<file path="config.mk">
export PLATFORM = sky130hd
export DESIGN_NAME = fifo_read_arbiter_flat
export DESIGN_NICKNAME = d
export VERILOG_FILES = /design/src/rtl/fifo_read_arbiter_pkg.sv /design/src/rtl/fifo_read_arbiter_if.sv /design/src/rtl/fifo_read_arbiter_rr_picker.sv /design/src/rtl/fifo_read_arbiter.sv /design/src/flat_wrapper.sv
export SDC_FILE = /design/constraint.sdc
export NUM_CORES = 1
export LEC_CHECK = 0
export ABC_AREA = 1
export ABC_CLOCK_PERIOD_IN_PS = 2600
export CAP_MARGIN = 20
export CORE_MARGIN = 4
export CORE_UTILIZATION = 35
export DETAILED_ROUTE_END_ITERATION = 12
export SETUP_SLACK_MARGIN = 0.3
export SLEW_MARGIN = 10
export SYNTH_ARGS = -nofsm -noshare
export SYNTH_HDL_FRONTEND = slang
export SYNTH_SLANG_ARGS = --single-unit
</file>
<file path="constraint.sdc">
create_clock -name clk -period 2.6 [get_ports clk]
set_input_delay 0.26 -clock clk [delete_from_list [all_inputs] [get_ports clk]]
set_output_delay 0.26 -clock clk [all_outputs]
set_load 0.005 [all_outputs]
</file>
<file path="src/rtl/fifo_read_arbiter_pkg.sv">
// Shared types and constants for the prefetch-FIFO read-port arbiter.
package fifo_read_arbiter_pkg;

    typedef enum logic {
        IDLE,
        OWNED
    } arb_state_t;

    localparam int BYTE_CNT_W = 4;
    localparam logic [BYTE_CNT_W-1:0] BYTE_CNT_MAX = 4'd15;

    // Tenure byte counter step that sticks at BYTE_CNT_MAX.
    function automatic logic [BYTE_CNT_W-1:0] sat_inc(input logic [BYTE_CNT_W-1:0] value);
        return (value == BYTE_CNT_MAX) ? value : value + 4'd1;
    endfunction

endpackage

</file>
<file path="src/rtl/fifo_read_arbiter_if.sv">
// Handshake bundle between the decode sub-units, the arbiter and the FIFO flags.
interface fifo_read_arbiter_if #(
    parameter int NUM_REQ = 3
);
    import fifo_read_arbiter_pkg::*;

    logic [NUM_REQ-1:0]    req;
    // Owner's end-of-tenure pulse; "release" itself is a reserved word.
    logic [NUM_REQ-1:0]    tenure_release;
    logic                  flush;
    logic [NUM_REQ-1:0]    grant;
    logic                  busy;
    logic [NUM_REQ-1:0]    req_rd_en;
    logic [NUM_REQ-1:0]    req_fifo_empty;
    logic                  fifo_rd_en;
    logic                  fifo_empty;
    logic [BYTE_CNT_W-1:0] bytes_consumed;
    logic                  protocol_error;

    modport slave (
        input  req, tenure_release, flush, req_rd_en, fifo_empty,
        output grant, busy, req_fifo_empty, fifo_rd_en, bytes_consumed, protocol_error
    );

    modport master (
        output req, tenure_release, flush, req_rd_en, fifo_empty,
        input  grant, busy, req_fifo_empty, fifo_rd_en, bytes_consumed, protocol_error
    );

endinterface

</file>
<file path="src/rtl/fifo_read_arbiter_rr_picker.sv">
// Combinational round-robin picker: search starts just after last_owner and
// wraps, optionally skipping one excluded index.
module rr_picker #(
    parameter int NUM_REQ = 3,
    parameter int IDX_W   = $clog2(NUM_REQ)
) (
    input  logic [NUM_REQ-1:0] req,
    input  logic [IDX_W-1:0]   last_owner,
    input  logic               exclude_en,
    input  logic [IDX_W-1:0]   exclude_idx,
    output logic [NUM_REQ-1:0] pick,
    output logic               valid
);

    int unsigned      base;
    logic [IDX_W-1:0] idx;

    // First eligible requester in rotating order wins.
    always_comb begin
        pick  = '0;
        valid = 1'b0;
        idx   = '0;
        base  = 32'(last_owner);
        for (int unsigned k = 1; k <= NUM_REQ; k++) begin
            idx = IDX_W'((base + k) % NUM_REQ);
            if (!valid && req[idx] && !(exclude_en && (idx == exclude_idx))) begin
                pick[idx] = 1'b1;
                valid     = 1'b1;
            end
        end
    end

endmodule

</file>
<file path="src/rtl/fifo_read_arbiter.sv">
// Round-robin owner of the prefetch-FIFO read port with tenure byte count
// and sticky protocol-violation flag.
module fifo_read_arbiter
    import fifo_read_arbiter_pkg::*;
#(
    parameter int NUM_REQ = 3
) (
    input  logic               clk,
    input  logic               reset,
    fifo_read_arbiter_if.slave bus
);

    localparam int IDX_W = $clog2(NUM_REQ);
    localparam logic [IDX_W-1:0] LAST_RESET = IDX_W'(NUM_REQ - 1);

    arb_state_t            state;
    logic [NUM_REQ-1:0]    grant_q;
    logic [IDX_W-1:0]      last_owner;
    logic [BYTE_CNT_W-1:0] count_q;
    logic                  error_q;

    logic [NUM_REQ-1:0]    pick;
    logic                  pick_valid;
    logic [IDX_W-1:0]      pick_idx;

    logic                  owner_release;
    logic                  owner_rd;
    logic                  owner_still_req;
    logic                  fifo_rd;
    logic                  violation;

    // While owned, the owner is excluded so another requester gets the next
    // turn; the owner is re-granted only when nobody else is waiting.
    rr_picker #(
        .NUM_REQ (NUM_REQ),
        .IDX_W   (IDX_W)
    ) u_picker (
        .req         (bus.req),
        .last_owner  (last_owner),
        .exclude_en  (state == OWNED),
        .exclude_idx (last_owner),
        .pick        (pick),
        .valid       (pick_valid)
    );

    // One-hot pick to index for the last_owner register.
    always_comb begin
        pick_idx = '0;
        for (int unsigned i = 0; i < NUM_REQ; i++) begin
            if (pick[i]) begin
                pick_idx = IDX_W'(i);
            end
        end
    end

    // Owner-qualified strobes and violation detection.
    always_comb begin
        owner_release   = |(bus.tenure_release & grant_q);
        owner_rd        = |(bus.req_rd_en & grant_q);
        owner_still_req = |(bus.req & grant_q);
        fifo_rd         = owner_rd & ~bus.fifo_empty;
        violation       = (|(bus.req_rd_en & ~grant_q))
                        | (|(bus.tenure_release & ~grant_q))
                        | (owner_rd & bus.fifo_empty);
    end

    // Tenure FSM with registered grant, byte counter and sticky error.
    always_ff @(posedge clk) begin
        if (reset) begin
            state      <= IDLE;
            grant_q    <= '0;
            last_owner <= LAST_RESET;
            count_q    <= '0;
            error_q    <= 1'b0;
        end else begin
            if (violation) begin
                error_q <= 1'b1;
            end
            if (bus.flush) begin
                state   <= IDLE;
                grant_q <= '0;
                count_q <= '0;
            end else begin
                case (state)
                    IDLE: begin
                        if (pick_valid) begin
                            state      <= OWNED;
                            grant_q    <= pick;
                            last_owner <= pick_idx;
                            count_q    <= '0;
                        end
                    end
                    OWNED: begin
                        if (owner_release) begin
                            if (pick_valid) begin
                                grant_q    <= pick;
                                last_owner <= pick_idx;
                                count_q    <= '0;
                            end else if (owner_still_req) begin
                                count_q <= '0;
                            end else begin
                                state   <= IDLE;
                                grant_q <= '0;
                                if (fifo_rd) begin
                                    count_q <= sat_inc(count_q);
                                end
                            end
                        end else if (fifo_rd) begin
                            count_q <= sat_inc(count_q);
                        end
                    end
                    default: begin
                        state   <= IDLE;
                        grant_q <= '0;
                    end
                endcase
            end
        end
    end

    assign bus.grant          = grant_q;
    assign bus.busy           = |grant_q;
    assign bus.req_fifo_empty = {NUM_REQ{bus.fifo_empty}} | ~grant_q;
    assign bus.fifo_rd_en     = fifo_rd;
    assign bus.bytes_consumed = count_q;
    assign bus.protocol_error = error_q;

endmodule

</file>
<file path="src/flat_wrapper.sv">
// flat-port wrapper written by rule: the top's interface ports become plain ports
module fifo_read_arbiter_flat import fifo_read_arbiter_pkg::*;
#(
    parameter int NUM_REQ = 3
)
  (clk, reset, bus_req, bus_tenure_release, bus_flush, bus_req_rd_en, bus_fifo_empty, bus_grant, bus_busy, bus_req_fifo_empty, bus_fifo_rd_en, bus_bytes_consumed, bus_protocol_error);
  fifo_read_arbiter_if #(.NUM_REQ(NUM_REQ)) bus_i ();
  input  logic clk;
  input  logic reset;
  input wire logic [$bits(bus_i.req)-1:0] bus_req;
  input wire logic [$bits(bus_i.tenure_release)-1:0] bus_tenure_release;
  input wire logic [$bits(bus_i.flush)-1:0] bus_flush;
  input wire logic [$bits(bus_i.req_rd_en)-1:0] bus_req_rd_en;
  input wire logic [$bits(bus_i.fifo_empty)-1:0] bus_fifo_empty;
  output wire logic [$bits(bus_i.grant)-1:0] bus_grant;
  output wire logic [$bits(bus_i.busy)-1:0] bus_busy;
  output wire logic [$bits(bus_i.req_fifo_empty)-1:0] bus_req_fifo_empty;
  output wire logic [$bits(bus_i.fifo_rd_en)-1:0] bus_fifo_rd_en;
  output wire logic [$bits(bus_i.bytes_consumed)-1:0] bus_bytes_consumed;
  output wire logic [$bits(bus_i.protocol_error)-1:0] bus_protocol_error;
  assign bus_i.req = bus_req;
  assign bus_i.tenure_release = bus_tenure_release;
  assign bus_i.flush = bus_flush;
  assign bus_i.req_rd_en = bus_req_rd_en;
  assign bus_i.fifo_empty = bus_fifo_empty;
  assign bus_grant = bus_i.grant;
  assign bus_busy = bus_i.busy;
  assign bus_req_fifo_empty = bus_i.req_fifo_empty;
  assign bus_fifo_rd_en = bus_i.fifo_rd_en;
  assign bus_bytes_consumed = bus_i.bytes_consumed;
  assign bus_protocol_error = bus_i.protocol_error;
  fifo_read_arbiter #(.NUM_REQ(NUM_REQ)) u_core (.clk(clk), .reset(reset), .bus(bus_i));
endmodule
</file>
==> impl_summary.log <==
INFO  metric status = finished, final reports clean
INFO  metric hold_buffers = 0
INFO  metric synth-compound-area-share = 13.3%
INFO  metric worstPathCellList = inv_1 -> ha_2 -> inv_2 -> o21ai_0 -> nand2_1 -> nor2_1 -> nand3_1 -> nand2_1 -> inv_1 -> nand2_1 -> a21oi_1 -> nor2_1
INFO  metric worst-slew-pin-transition = 0.404 ns
INFO  metric worst_path_largest_cell_delay = 0.41 ns
INFO  metric drt-wirelength-per-cell = 11.9 um
INFO  metric start_kind = flop
INFO  metric synthDistinctLibCells = 24
INFO  metric critical_path.max_fanout = 7
INFO  metric first_global_vias = 1056
INFO  metric timing.hold.worst.start = u_core.bus.bytes_consumed[3]
INFO  metric initial_utilization = 36.2%
INFO  metric synth.area.mux_share = 0%
INFO  metric tritoncts_num_sinks = 11
INFO  metric antenna_violations_before_repair = 0
INFO  metric ff_latch_area = 220 sq um
INFO  metric ys_top_cells_by_area = dfxtp_1 (22%), nand2_1 (16%), nand3_1 (10%)
INFO  metric seq_area_frac_synth = 22.2%
INFO  metric critical-path-slowest-cell = dfxtp_1
INFO  metric fmaxAchievable = 0.489 GHz
INFO  metric portBuffers = 25
INFO  metric most_frequently_used_flop_master_after_synthesis = dfxtp_1
INFO  metric timing.critical_path.to_type = flop
INFO  metric relative_slew_margins = 72.9%
INFO  metric final_layout_size_suffix_gt1_share = 8.99%
INFO  metric synthXorXnorAreaFrac = 1.77%
INFO  metric worstHoldPathCells = 2
INFO  metric maxCapViolCount = 0
INFO  metric cp_common_cell = nand2_1
INFO  metric tritoncts = built
INFO  metric library_cell_with_the_largest_summed_area_after_synthesis = dfxtp_1
INFO  metric synth_warnings = 0
INFO  metric grt_setup_unrepaired = no
INFO  metric finalMaxSlewViolations = 0
INFO  metric die_area = 3750 sq um
INFO  metric place_congestion = 0.813
INFO  metric utilization = 48.1%
INFO  metric layout.cells.non_filler = 220
INFO  metric multi_input_comb_area = 676 sq um
INFO  metric clock_skew = 0.00447 ns
INFO  metric critical_path_arrival = 2.26 ns
INFO  metric die_width = 61.2 um
INFO  metric worstPathRequired = 2.82 ns
INFO  metric power.density_cell_area = 1030 nW/um^2
INFO  metric clkLatencyLatePin = 0.27 ns
INFO  metric first_pass_iters = 4
INFO  metric clock_path_buffers = 2
INFO  metric grt_first_pass_wirelength = 4340 um
INFO  metric areaGrowthSynthToFinish = 32.8%
INFO  metric ff2ff_setup_slack = 0.56 ns
INFO  metric global_route.usage.total = 15.3%
INFO  metric place.detailed.hpwl = 2130 um
INFO  metric clkSlewWorstSetupHoldPaths = 0.07 ns
INFO  metric detail_route.wirelength = 2620 um
INFO  metric min_path_type = reg -> reg
INFO  metric synthAdderAreaFrac = 8.84%
INFO  metric cts_repair_resize_count = 0
INFO  metric post_synth_inst_count = 160
INFO  metric grt.overflow.total = 0
INFO  metric final.hold.worst_slack = 0.513 ns
INFO  metric timing.reg2reg.worst_path_depth = 12
INFO  metric report.final.hold_viol_count = 0
INFO  metric static-leakage-power = 0.585 nW
INFO  metric yosys_register_bits = 11
INFO  metric worstSetupPathType = reg -> reg
INFO  metric r2r_start = u_core.last_owner[0]
INFO  metric clock-root-buffer = clkbuf_4
INFO  metric setup_viol = 0
INFO  metric postSynthNetCount = 180
INFO  metric crit-reg2reg-capture = u_core.last_owner[0]
INFO  metric yosys.cell_count.top_type = nand2_1
INFO  metric number_of_vias_per_cell_after_detailed_routing = 4.99
INFO  metric synth-edff-count = 0
INFO  metric min_to = u_core.bus.bytes_consumed[3]
INFO  metric design.portCount = 26
INFO  metric count_of_inserted_antenna_diode_cells = 0
INFO  metric post_route_ant_nets = 0
INFO  metric min_period_over_period = 78.6%
INFO  metric dr.first_iter.drc_count = 51
INFO  metric fraction_of_the_mapped_netlist_area_in_simple_logic_gates = 43.3%
INFO  metric design.final.nets = 210
INFO  metric filler_cell_count = 267
INFO  metric floorplan.core_area = 2730 sq um
INFO  metric synth_top_family_by_area = simple AND/OR/NAND/NOR gates
INFO  metric cts_setup_buffers = 0
INFO  metric die_height = 61.2 um
INFO  metric numPlacedInstances = 216
INFO  metric drt_drc_violations_left = 0
INFO  metric synth.cell_area = 991 sq um
INFO  metric peakVddDrop = 0.000518 V
INFO  metric synth.avg_cell_area = 6.19 sq um
INFO  metric setup_total_negative_slack = 0 ns
INFO  metric finalWorstPathRequiredPeriod = 2.04 ns
INFO  metric clock_buffers_created_by_tritoncts = 3
INFO  metric core.rowCount = 19
INFO  metric yosys-top-cells-count = nand2_1 (41), inv_1 (24), nand3_1 (20), nor2_1 (20), dfxtp_1 (11)
INFO  metric grt_start_max_net_pins = 9
INFO  metric synth_largest_type_area_fraction = 22.2%
INFO  metric clock_tree.htree_level_count = 1
INFO  metric vias = 1098
INFO  metric asyncSetResetFlopFracSynth = 0%
registers in the layout, summed over array words and instances (netlist names):
signal	cells
u_core.bus.protocol_error	1
u_core.state	1
u_core.bus.grant	3
u_core.bus.bytes_consumed	4
u_core.last_owner	2
worst max-delay path, delay by kind of cell (launching register included):
family          cells  cell delay (ns)
simple gates        6             0.68
buf+inv             3             0.26
fa+ha+maj           1             0.41
compound gates      2             0.22
flops               1             0.41
power by group:
part	switching, W	total [W]	internal, W
clock network	0.0000611	0.000121	0.0000595
registers	0.0000548	0.000262	0.000207
logic	0.000603	0.000975	0.000372
cell type report:
type / count / area share [%]
Clock buffer: 4 / 2.00
Inverter: 28 / 7.98
Multi-Input combinational cell: 121 / 51.3
Sequential cell: 11 / 16.7
Tap cell: 31 / 2.95
Timing Repair Buffer: 25 / 19.0
how the worst max path moves through the flow:
stage                         startpoint                    to  slack (ns)  cells past startpoint
finish              u_core.last_owner[0]  u_core.last_owner[0]        0.56                     12
global route        u_core.last_owner[0]   u_core.bus.grant[1]        0.36                     12
CTS                 u_core.last_owner[0]   u_core.bus.grant[0]        0.48                     12
detailed placement  u_core.last_owner[0]   u_core.bus.grant[0]        0.50                     12
global placement    u_core.last_owner[0]   u_core.bus.grant[2]        0.59                     12
floorplan           u_core.last_owner[0]   u_core.bus.grant[0]        0.77                     12
per-stage QoR:
stage	area [sq um]	setup slack, ns	power [W]
2_1_floorplan	991	0.773	0.000932
3_3_place_gp	1280	0.587	0.00119
3_5_place_dp	1280	0.499	0.00121
4_1_cts	1310	0.475	0.00134
5_1_grt	1320	0.361	0.00148
6_report	1320	0.556	0.00136
layer usage:
metal / track usage, % / wire (um)
met5: 0 / 0
met4: 10.8 / 116
met3: 1.05 / 172
met2: 25.4 / 1160
met1: 18.5 / 1180
cells in the final DEF, fill, tap and decap left out, drive strengths merged:
| cell type | count |
|---|---|
| ha | 7 |
| o211ai | 3 |
| nand3 | 23 |
| inv | 27 |
| a21oi | 7 |
| o21ai | 5 |
| o22ai | 1 |
| a41o | 1 |
| xor2 | 2 |
| clkbuf | 4 |
| clkdlybuf4s50 | 25 |
| dfxtp | 11 |
| a211oi | 1 |
| a22oi | 1 |
| nand4 | 3 |
| clkinv | 1 |
| nor2 | 22 |
| nand2 | 44 |
| nand3b | 1 |
kinds of logic after synthesis:
logic type,Yosys count
flip-flops,11
buffers and inverters,28
XOR/XNOR,2
AND/OR/NAND/NOR,93
adder cells (fa/ha/maj),7
AO/OA/AOI/OAI,19
Note: power is estimated with default switching activity, not from simulation.
